$ cat config.mk
export PLATFORM = sky130hd
export DESIGN_NAME = intersection_controller
export DESIGN_NICKNAME = d
export VERILOG_FILES = /design/src/rtl/intersection_controller.sv
export SDC_FILE = /design/constraint.sdc
export NUM_CORES = 1
export LEC_CHECK = 0
export BUFFER_PORTS_ARGS = -buffer_cell sky130_fd_sc_hd__buf_2
export CORE_UTILIZATION = 43
export CTS_BUF_LIST = sky130_fd_sc_hd__clkbuf_4
export CTS_CLUSTER_DIAMETER = 120
export DETAILED_ROUTE_END_ITERATION = 16
export PLACE_DENSITY_LB_ADDON = 0.25
export SYNTH_ARGS = -nofsm -noshare
export SYNTH_HDL_FRONTEND = slang
export SYNTH_SLANG_ARGS = --single-unit
$ cat constraint.sdc
create_clock -name Clock -period 2.7 [get_ports Clock]
set_input_delay 0.27 -clock Clock [delete_from_list [all_inputs] [get_ports Clock]]
set_output_delay 0.27 -clock Clock [all_outputs]
set_load 0.01 [all_outputs]
$ cat src/rtl/intersection_controller.sv
// Two-road intersection controller: NS/EW greens with a pedestrian walk phase,
// minimum dwell counters and latched vehicle/pedestrian requests.
module intersection_controller #(
  parameter int unsigned G_TIME    = 4,
  parameter int unsigned Y_TIME    = 1,
  parameter int unsigned AR_TIME   = 1,
  parameter int unsigned WALK_TIME = 3,
  parameter int unsigned CNT_W     = 4
) (
  input  logic       Clock,
  input  logic       Reset,
  input  logic       CarEW,
  input  logic       PedReq,
  output logic [2:0] NS_RGY,
  output logic [2:0] EW_RGY,
  output logic       Walk,
  output logic       PedPending,
  output logic [2:0] State
);

  typedef enum logic [2:0] {
    S_NS_GREEN  = 3'd0,
    S_NS_YELLOW = 3'd1,
    S_ALL_RED_A = 3'd2,
    S_WALK      = 3'd3,
    S_EW_GREEN  = 3'd4,
    S_EW_YELLOW = 3'd5,
    S_ALL_RED_B = 3'd6
  } state_t;

  localparam logic [CNT_W-1:0] L_G  = CNT_W'(G_TIME);
  localparam logic [CNT_W-1:0] L_Y  = CNT_W'(Y_TIME);
  localparam logic [CNT_W-1:0] L_AR = CNT_W'(AR_TIME);
  localparam logic [CNT_W-1:0] L_WK = CNT_W'(WALK_TIME);

  // State register kept as a plain vector so an illegal code (7) is representable.
  logic [2:0]       r_state;
  logic [CNT_W-1:0] r_cnt;
  logic             r_car;
  logic             r_ped;
  logic [2:0]       r_ns;
  logic [2:0]       r_ew;
  logic             r_walk;

  state_t           w_next;
  logic [CNT_W-1:0] w_limit;
  logic [CNT_W-1:0] w_cnt_nxt;
  logic             w_exp;
  logic             w_enter;

  always_comb begin
    w_limit = '0;
    case (r_state)
      S_NS_GREEN,  S_EW_GREEN:  w_limit = L_G;
      S_NS_YELLOW, S_EW_YELLOW: w_limit = L_Y;
      S_ALL_RED_A, S_ALL_RED_B: w_limit = L_AR;
      S_WALK:                   w_limit = L_WK;
      default:                  w_limit = '0;
    endcase
  end

  assign w_exp = (r_cnt == w_limit);

  always_comb begin
    w_next = S_ALL_RED_B;
    case (r_state)
      S_NS_GREEN:  w_next = (w_exp && (r_car || r_ped)) ? S_NS_YELLOW : S_NS_GREEN;
      S_NS_YELLOW: w_next = w_exp ? S_ALL_RED_A : S_NS_YELLOW;
      S_ALL_RED_A: w_next = !w_exp ? S_ALL_RED_A : (r_ped ? S_WALK : S_EW_GREEN);
      S_WALK:      w_next = !w_exp ? S_WALK : (r_car ? S_EW_GREEN : S_ALL_RED_B);
      S_EW_GREEN:  w_next = w_exp ? S_EW_YELLOW : S_EW_GREEN;
      S_EW_YELLOW: w_next = w_exp ? S_ALL_RED_B : S_EW_YELLOW;
      S_ALL_RED_B: w_next = w_exp ? S_NS_GREEN : S_ALL_RED_B;
      default:     w_next = S_ALL_RED_B;
    endcase
  end

  // Counter restarts on every state entry and saturates while a state is held.
  assign w_enter   = (w_next != r_state);
  assign w_cnt_nxt = w_enter ? '0 : (w_exp ? r_cnt : r_cnt + CNT_W'(1));

  always_ff @(posedge Clock) begin
    if (Reset) begin
      r_state <= S_NS_GREEN;
      r_cnt   <= '0;
      r_car   <= 1'b0;
      r_ped   <= 1'b0;
      r_ns    <= 3'b010;
      r_ew    <= 3'b100;
      r_walk  <= 1'b0;
    end else begin
      r_state <= w_next;
      r_cnt   <= w_cnt_nxt;
      // Clearing on the entry edge takes priority over a coincident request.
      if (w_next == S_EW_GREEN && r_state != S_EW_GREEN) r_car <= 1'b0;
      else if (CarEW && r_state != S_EW_GREEN)         r_car <= 1'b1;
      if (w_next == S_WALK && r_state != S_WALK)         r_ped <= 1'b0;
      else if (PedReq)                                   r_ped <= 1'b1;
      r_ns   <= (w_next == S_NS_GREEN)  ? 3'b010 :
                (w_next == S_NS_YELLOW) ? 3'b001 : 3'b100;
      r_ew   <= (w_next == S_EW_GREEN)  ? 3'b010 :
                (w_next == S_EW_YELLOW) ? 3'b001 : 3'b100;
      r_walk <= (w_next == S_WALK);
    end
  end

  assign State      = r_state;
  assign NS_RGY     = r_ns;
  assign EW_RGY     = r_ew;
  assign Walk       = r_walk;
  assign PedPending = r_ped;

endmodule

==> results of run 1 <==
cells in the mapped netlist, drive strengths merged (2+ instances only):
| library cell | count | area (sq um) |
|---|---|---|
| ha | 6 | 75.1 |
| nand2 | 10 | 40.0 |
| buf | 4 | 38.8 |
| nor3 | 2 | 10.0 |
| nor2b | 2 | 20.0 |
| nor4 | 6 | 37.5 |
| xnor2 | 4 | 35.0 |
| nor4b | 3 | 26.3 |
| inv | 3 | 11.3 |
| and3 | 2 | 13.8 |
| dfxtp | 16 | 320 |
| a21oi | 4 | 20.0 |
| and2b | 2 | 17.5 |
| xor2 | 3 | 33.8 |
| o21ai | 3 | 15.0 |
| nor2 | 8 | 30.0 |
cells by family after synthesis:
kind of cell | count (synthesis) | share of synthesized area, %
simple gates | 39 | 25.1
fa+ha+maj | 6 | 8.47
mux | 2 | 2.82
xor+xnor | 7 | 7.77
buf+inv | 7 | 5.65
compound gates | 15 | 14.0
flops | 16 | 36.2
flip-flops by register name, summed over array words and instances (netlist names):
| signal | flops |
|---|---|
| Walk | 1 |
| r_cnt | 4 |
| NS_RGY | 3 |
| EW_RGY | 3 |
| State | 3 |
| r_car | 1 |
| PedPending | 1 |
worst reg2reg max path, cell delays in order (launching register included):
cell and delay, ps:
dfxtp_1 440, ha_1 260, nor2b_4 290, xnor2_1 230, o211ai_4 190, o21ai_1 170
o211a_2 330, xnor2_1 160, nor4_1 290
repair_timing:
| item | 4_1_cts | 5_1_grt |
|---|---|---|
| gates resized for setup | 0 | 1 |
| endpoints found under the setup margin | 0 | 4 |
| hold endpoints to repair | 0 | 0 |
worst min path at each step:
| stage | cells after the start | end | slack (ps) |
|---|---|---|---|
| finish | 3 | PedPending | 250 |
| global route | 3 | PedPending | 240 |
| CTS | 3 | PedPending | 240 |
| detailed placement | 2 | PedPending | 520 |
| global placement | 2 | PedPending | 500 |
| floorplan | 2 | PedPending | 430 |
area by class of cell:
class,count,area (sq um)
Clock buffer,3,22.5
Fill cell,197,961
Inverter,3,11.3
Multi-Input combinational cell,69,515
Sequential cell,16,320
Tap cell,27,33.8
Timing Repair Buffer,15,77.6
power breakdown:
part | internal, mW | total, mW | switching (mW) | leakage [nW]
logic | 0.351 | 0.858 | 0.507 | 0.269
clock network | 0.0516 | 0.116 | 0.0645 | 0.0138
registers | 0.311 | 0.361 | 0.0500 | 0.131
metal layers:
metal	up-vias	global-route usage (%)	wire length, um
met1	320	20.7	756
met5	-	0	0
met3	2	4.62	49
li1	354	-	-
met4	0	3.43	9
met2	14	28.5	857
==> results.py, run 1 <==
metrics = {
    "run_status": {
        "status": "finished, final reports clean",
    },
    "placement": {
        "portBuffers": 14,
        "gp_congestion": 0.801,
        "placed_area_sq_um": 958,
        "dp.final_hpwl_mm": 1.25,
        "pre_cts_slack_ps": 229,
        "dp_cells": 130,
    },
    "setup_path": {
        "cp.depth": 8,
        "slowest_stage": "dfxtp_1",
        "worstSetupEndpoint": "r_cnt[3]",
        "critPathLaunchType": "flip-flop",
        "worstPathMaxFanout": 11,
        "cp_slowest_stage_delay_ps": 440,
        "crit_family": "compound AO/OA/AOI/OAI gates",
        "crit_path_start": "State[1]",
        "rr_startpoint": "State[1]",
        "ff2ff_path_depth": 8,
        "crit_top_cell": "xnor2_1",
        "crit_buf_inv": 0,
        "end_kind": "flip-flop",
        "path_cells": "ha_1 -> nor2b_4 -> xnor2_1 -> o211ai_4 -> o21ai_1 -> o211a_2 -> xnor2_1 -> nor4_1",
        "arrival_ps": 2620,
        "timing.rr.end": "r_cnt[3]",
        "required_ps": 2880,
        "critical_path_class": "reg -> reg",
        "reg2reg_slack_ps": 260,
    },
    "pwr": {
        "p_leak_nw": 0.414,
        "p_total_mw": 1.33,
        "power_density_mw_per_mm2": 1360,
        "irDropWorstVdd_mv": 0.771,
    },
    "detailed_routing": {
        "drt_first_pass_iters": 4,
        "wl_per_cell_um": 12.6,
        "drt-initial-drc-count": 14,
        "wirelength_mm": 1.67,
        "via_count": 690,
        "drc": 0,
        "ant_nets": 0,
        "route.detailed.vias_per_inst": 5.19,
    },
    "die": {
        "die_h_um": 47.4,
        "ios": 15,
        "rows": 16,
        "initial_utilization_pct": 45.6,
        "core_area_sq_mm": 0.00194,
        "die_area_sq_mm": 0.00225,
        "fp.dieW_um": 47.4,
    },
    "clocking": {
        "cts.htree.levels": 1,
        "clockBufferDepth": 2,
        "hold_buffers": 0,
        "cts.clk_slew.worst_paths_ps": 80,
        "cts_sinks": 16,
        "cts_setup_buffers": 0,
        "root_buffer": "clkbuf_4",
        "cts_buffers": 3,
        "tritoncts": "done",
        "clk-insertion-delay-late_ps": 270,
    },
    "layout": {
        "syn_to_final_growth_pct": 10.7,
        "drive_above_1_share_pct": 28.3,
        "utilization_pct": 50.5,
        "fin_cells": 133,
        "num_antenna_cells": 0,
        "final_cell_mix": "dfxtp_1 (16), buf_2 (14), nand2_1 (9)",
        "nNetsFinal": 118,
        "design_area_sq_um": 981,
        "final_common_cell": "dfxtp_1",
    },
    "synthesis": {
        "netlist_area_sq_um": 886,
        "yosys.cell_types.count": 36,
        "yosysWarnings": 0,
        "ys.flop_type": "dfxtp_1",
        "synth-seq-area-share_pct": 36.2,
        "syn_nets": 102,
        "async_flop_share_pct": 0,
        "synth_edf_count": 0,
        "ys_ff_latch": 16,
        "synthCells": 92,
        "syn_avg_cell_area_sq_um": 9.63,
    },
    "grt": {
        "antenna_found_initial": 0,
        "grt_overflow": 0,
        "grt_pass1_wl_mm": 2.56,
        "grt_max_degree": 12,
        "grt_pass1_vias": 558,
        "grtUsageTotal_pct": 16.6,
    },
    "timing": {
        "setup_violations": 0,
        "tightest_slew_ps": 371,
        "fmax_mhz": 410,
        "fin_setup_tns_ps": 0,
        "fin_ws_ps": 262,
        "whs_ps": 251,
        "finClkSkew_ps": 3.36,
        "fin_crit_sh_pct": 90.3,
        "relSlewSlack_pct": 75.0,
        "final-hold-violation-count": 0,
        "rsz0062_at_grt": "false",
        "min_period_ps": 2440,
        "maxSlewViolCount": 0,
    },
    "hold_path": {
        "hp-class": "in -> reg",
        "min_from": "PedReq",
    },
    "run": {
        "cap_viol_max_count": 0,
    },
}
No activity file was read; power rests on OpenSTA's default activity.
==> run 2: changes to the inputs <==
Settings changed: ABC_AREA set to 1, MAX_ROUTING_LAYER set to met4, PLACE_DENSITY set to 0.68, PLACE_DENSITY_LB_ADDON 0.25 to unset.
==> run 2 against run 1 <==
Sequential share of layout area is 5.0 points lower. Design area is 18% higher. Total power is 2.9% higher. Clock-buffer cell count stayed put.
==> results.py, run 2 <==
metrics = {
    "clocking": {
        "clk-insertion-delay-late_ps": 280,
        "cts_buffers": 3,
        "cts_setup_buffers": 0,
        "cts.repair.resized": 0,
        "root_buffer": "clkbuf_4",
        "hold_buffers": 0,
        "cts.htree.levels": 1,
        "cts_sinks": 16,
        "cts.clk_slew.worst_paths_ps": 100,
        "clockBufferDepth": 2,
        "tritoncts": "done",
    },
    "grt": {
        "grt_max_degree": 10,
        "grt-busiest-layer": "met2",
        "grt_pass1_vias": 792,
        "grt_util_met3_pct": 3.27,
        "grtUsageTotal_pct": 19.4,
        "grt_pass1_wl_mm": 3.56,
        "antenna_found_initial": 0,
        "grt_overflow": 0,
        "met1_usage_pct": 25.5,
        "use_met2_pct": 27.8,
    },
    "run": {
        "cap_viol_max_count": 0,
    },
    "timing": {
        "maxSlewViolCount": 0,
        "finClkSkew_ps": 9.50,
        "setup_violations": 0,
        "fmax_mhz": 481,
        "fin_crit_sh_pct": 77.0,
        "final-hold-violation-count": 0,
        "tightest_slew_ps": 248,
        "fin_setup_tns_ps": 0,
        "relSlewSlack_pct": 83.5,
        "rsz0062_at_grt": "false",
        "min_period_ps": 2080,
    },
    "die": {
        "die_area_sq_mm": 0.00259,
        "ios": 15,
        "rows": 17,
        "initial_utilization_pct": 45.9,
        "fp.dieW_um": 50.8,
        "core_area_sq_mm": 0.00223,
        "die_h_um": 50.8,
    },
    "detailed_routing": {
        "drt_first_pass_iters": 4,
        "wirelength_mm": 2.03,
        "route.detailed.vias_per_inst": 4.93,
        "drc": 0,
        "wl_per_cell_um": 11.5,
        "via_count": 873,
        "drt-initial-drc-count": 27,
        "ant_nets": 0,
    },
    "layout": {
        "final_cell_mix": "nand2_1 (24), inv_1 (17), dfxtp_1 (16)",
        "drive_above_1_share_pct": 32.9,
        "n_fill_cell": 223,
        "final_common_cell": "nand2_1",
        "largest_reg_flops": 4,
        "nNetsFinal": 160,
        "utilization_pct": 51.8,
        "num_antenna_cells": 0,
        "largest_register": "r_cnt",
        "fin_cells": 177,
        "syn_to_final_growth_pct": 12.8,
    },
    "synthesis": {
        "synthCells": 131,
        "synth.area.top_cells": "dfxtp_1 (31%), nand2_1 (8.8%), ha_1 (7.3%), nand2_4 (6.6%), inv_1 (6.2%)",
        "ys_ff_latch": 16,
        "yosys.cell_types.count": 24,
        "synth_top_cell_area_share_pct": 31.2,
        "netlist_area_sq_mm": 0.00103,
        "yosysWarnings": 0,
        "synth_edf_count": 0,
        "ys.flop_type": "dfxtp_1",
        "synth_common_cells": "nand2_1 (24), inv_1 (17), dfxtp_1 (16)",
        "async_flop_share_pct": 0,
        "synthMostInstantiatedCell": "nand2_1",
        "syn_avg_cell_area_sq_um": 7.83,
        "synth_top_area_cell": "dfxtp_1",
        "synth-seq-area-share_pct": 31.2,
        "syn_nets": 141,
    },
    "placement": {
        "gp_congestion": 0.920,
        "dp_cells": 173,
        "portBuffers": 14,
        "dp.final_hpwl_mm": 1.66,
    },
    "setup_path": {
        "critPathLaunchType": "flip-flop",
        "critical_path_class": "reg -> reg",
        "ff2ff_path_depth": 12,
        "required_ps": 2870,
        "arrival_ps": 2250,
        "reg2reg_slack_ps": 620,
        "timing.rr.end": "r_cnt[3]",
        "worstPathMaxFanout": 9,
        "rr_startpoint": "State[0]",
        "end_kind": "flip-flop",
    },
    "pwr": {
        "p_total_mw": 1.37,
        "p_leak_nw": 0.577,
        "irDropWorstVdd_mv": 0.662,
        "power_density_mw_per_mm2": 1190,
    },
    "hold_path": {
        "hold_end": "r_car",
        "hp-class": "in -> reg",
        "min_from": "Reset",
        "hold_depth": 2,
    },
    "run_status": {
        "status": "finished, final reports clean",
    },
}
-- run 2: cell type report --
class	count	area [sq um]	share of cell area, %
clock buffer	3	22.5	1.95
tap	28	35.0	3.03
inverter	21	78.8	6.81
sequential	16	320	27.7
clock inverter	1	3.75	0.324
multi-input combinational	94	627	54.2
timing repair buffer	14	70.1	6.05
-- run 2: kinds of logic (layout without fill, tap and decap cells) --
| logic type | after synthesis | after routing | share of synthesized area, % |
|---|---|---|---|
| adders and majority gates | 6 | 6 | 7.32 |
| xor gates and xnor gates | 2 | 2 | 1.71 |
| and+or+nand+nor | 76 | 76 | 46.3 |
| DFF | 16 | 16 | 31.2 |
| buffers and inverters | 21 | 39 | 7.68 |
| AOI/OAI and AO/OA | 10 | 10 | 5.73 |
-- run 2: power breakdown --
group	internal [mW]	switching (mW)	total, mW
Combinational	0.303	0.590	0.894
Clock	0.0535	0.0716	0.125
Sequential	0.306	0.0490	0.355
-- run 2: metal layers --
| metal | routed length [um] | vias to the layer above | part of all wire (%) |
|---|---|---|---|
| met2 | 884 | 17 | 43 |
| met4 | 35 | 0 | 1.7 |
| met5 | 0 | - | 0 |
| met1 | 1030 | 404 | 51 |
| li1 | - | 448 | - |
| met3 | 83 | 4 | 4.1 |
-- run 2: worst max-delay path: stages (launching register included) --
cell and delay (ps):
dfxtp_1 410, inv_1 130, ha_1 230, nand2_1 70, nand3_1 160, nor2_8 220, nand2_4 100, nand2_4 90
nand3_4 110, nor2_8 180, nand2_1 80, nand2_2 130, nor3_2 60
-- run 2: worst max-delay path by stage --
| stage | start | to |
|---|---|---|
| after floorplan | State[0] | r_cnt[3] |
| after global placement | State[0] | r_cnt[0] |
| after detailed placement | State[0] | r_cnt[3] |
| after CTS | State[0] | r_cnt[3] |
| after global routing | State[0] | r_cnt[3] |
| final | State[0] | r_cnt[3] |
-- run 2: stage by stage --
step | instance area [sq um] | setup WS [ps] | hold WS [ps]
2_1_floorplan | 1030 | 783 | 342
3_3_place_gp | 1130 | 704 | 541
3_5_place_dp | 1130 | 643 | 535
4_1_cts | 1160 | 607 | 246
5_1_grt | 1160 | 457 | 242
6_report | 1160 | 621 | 251
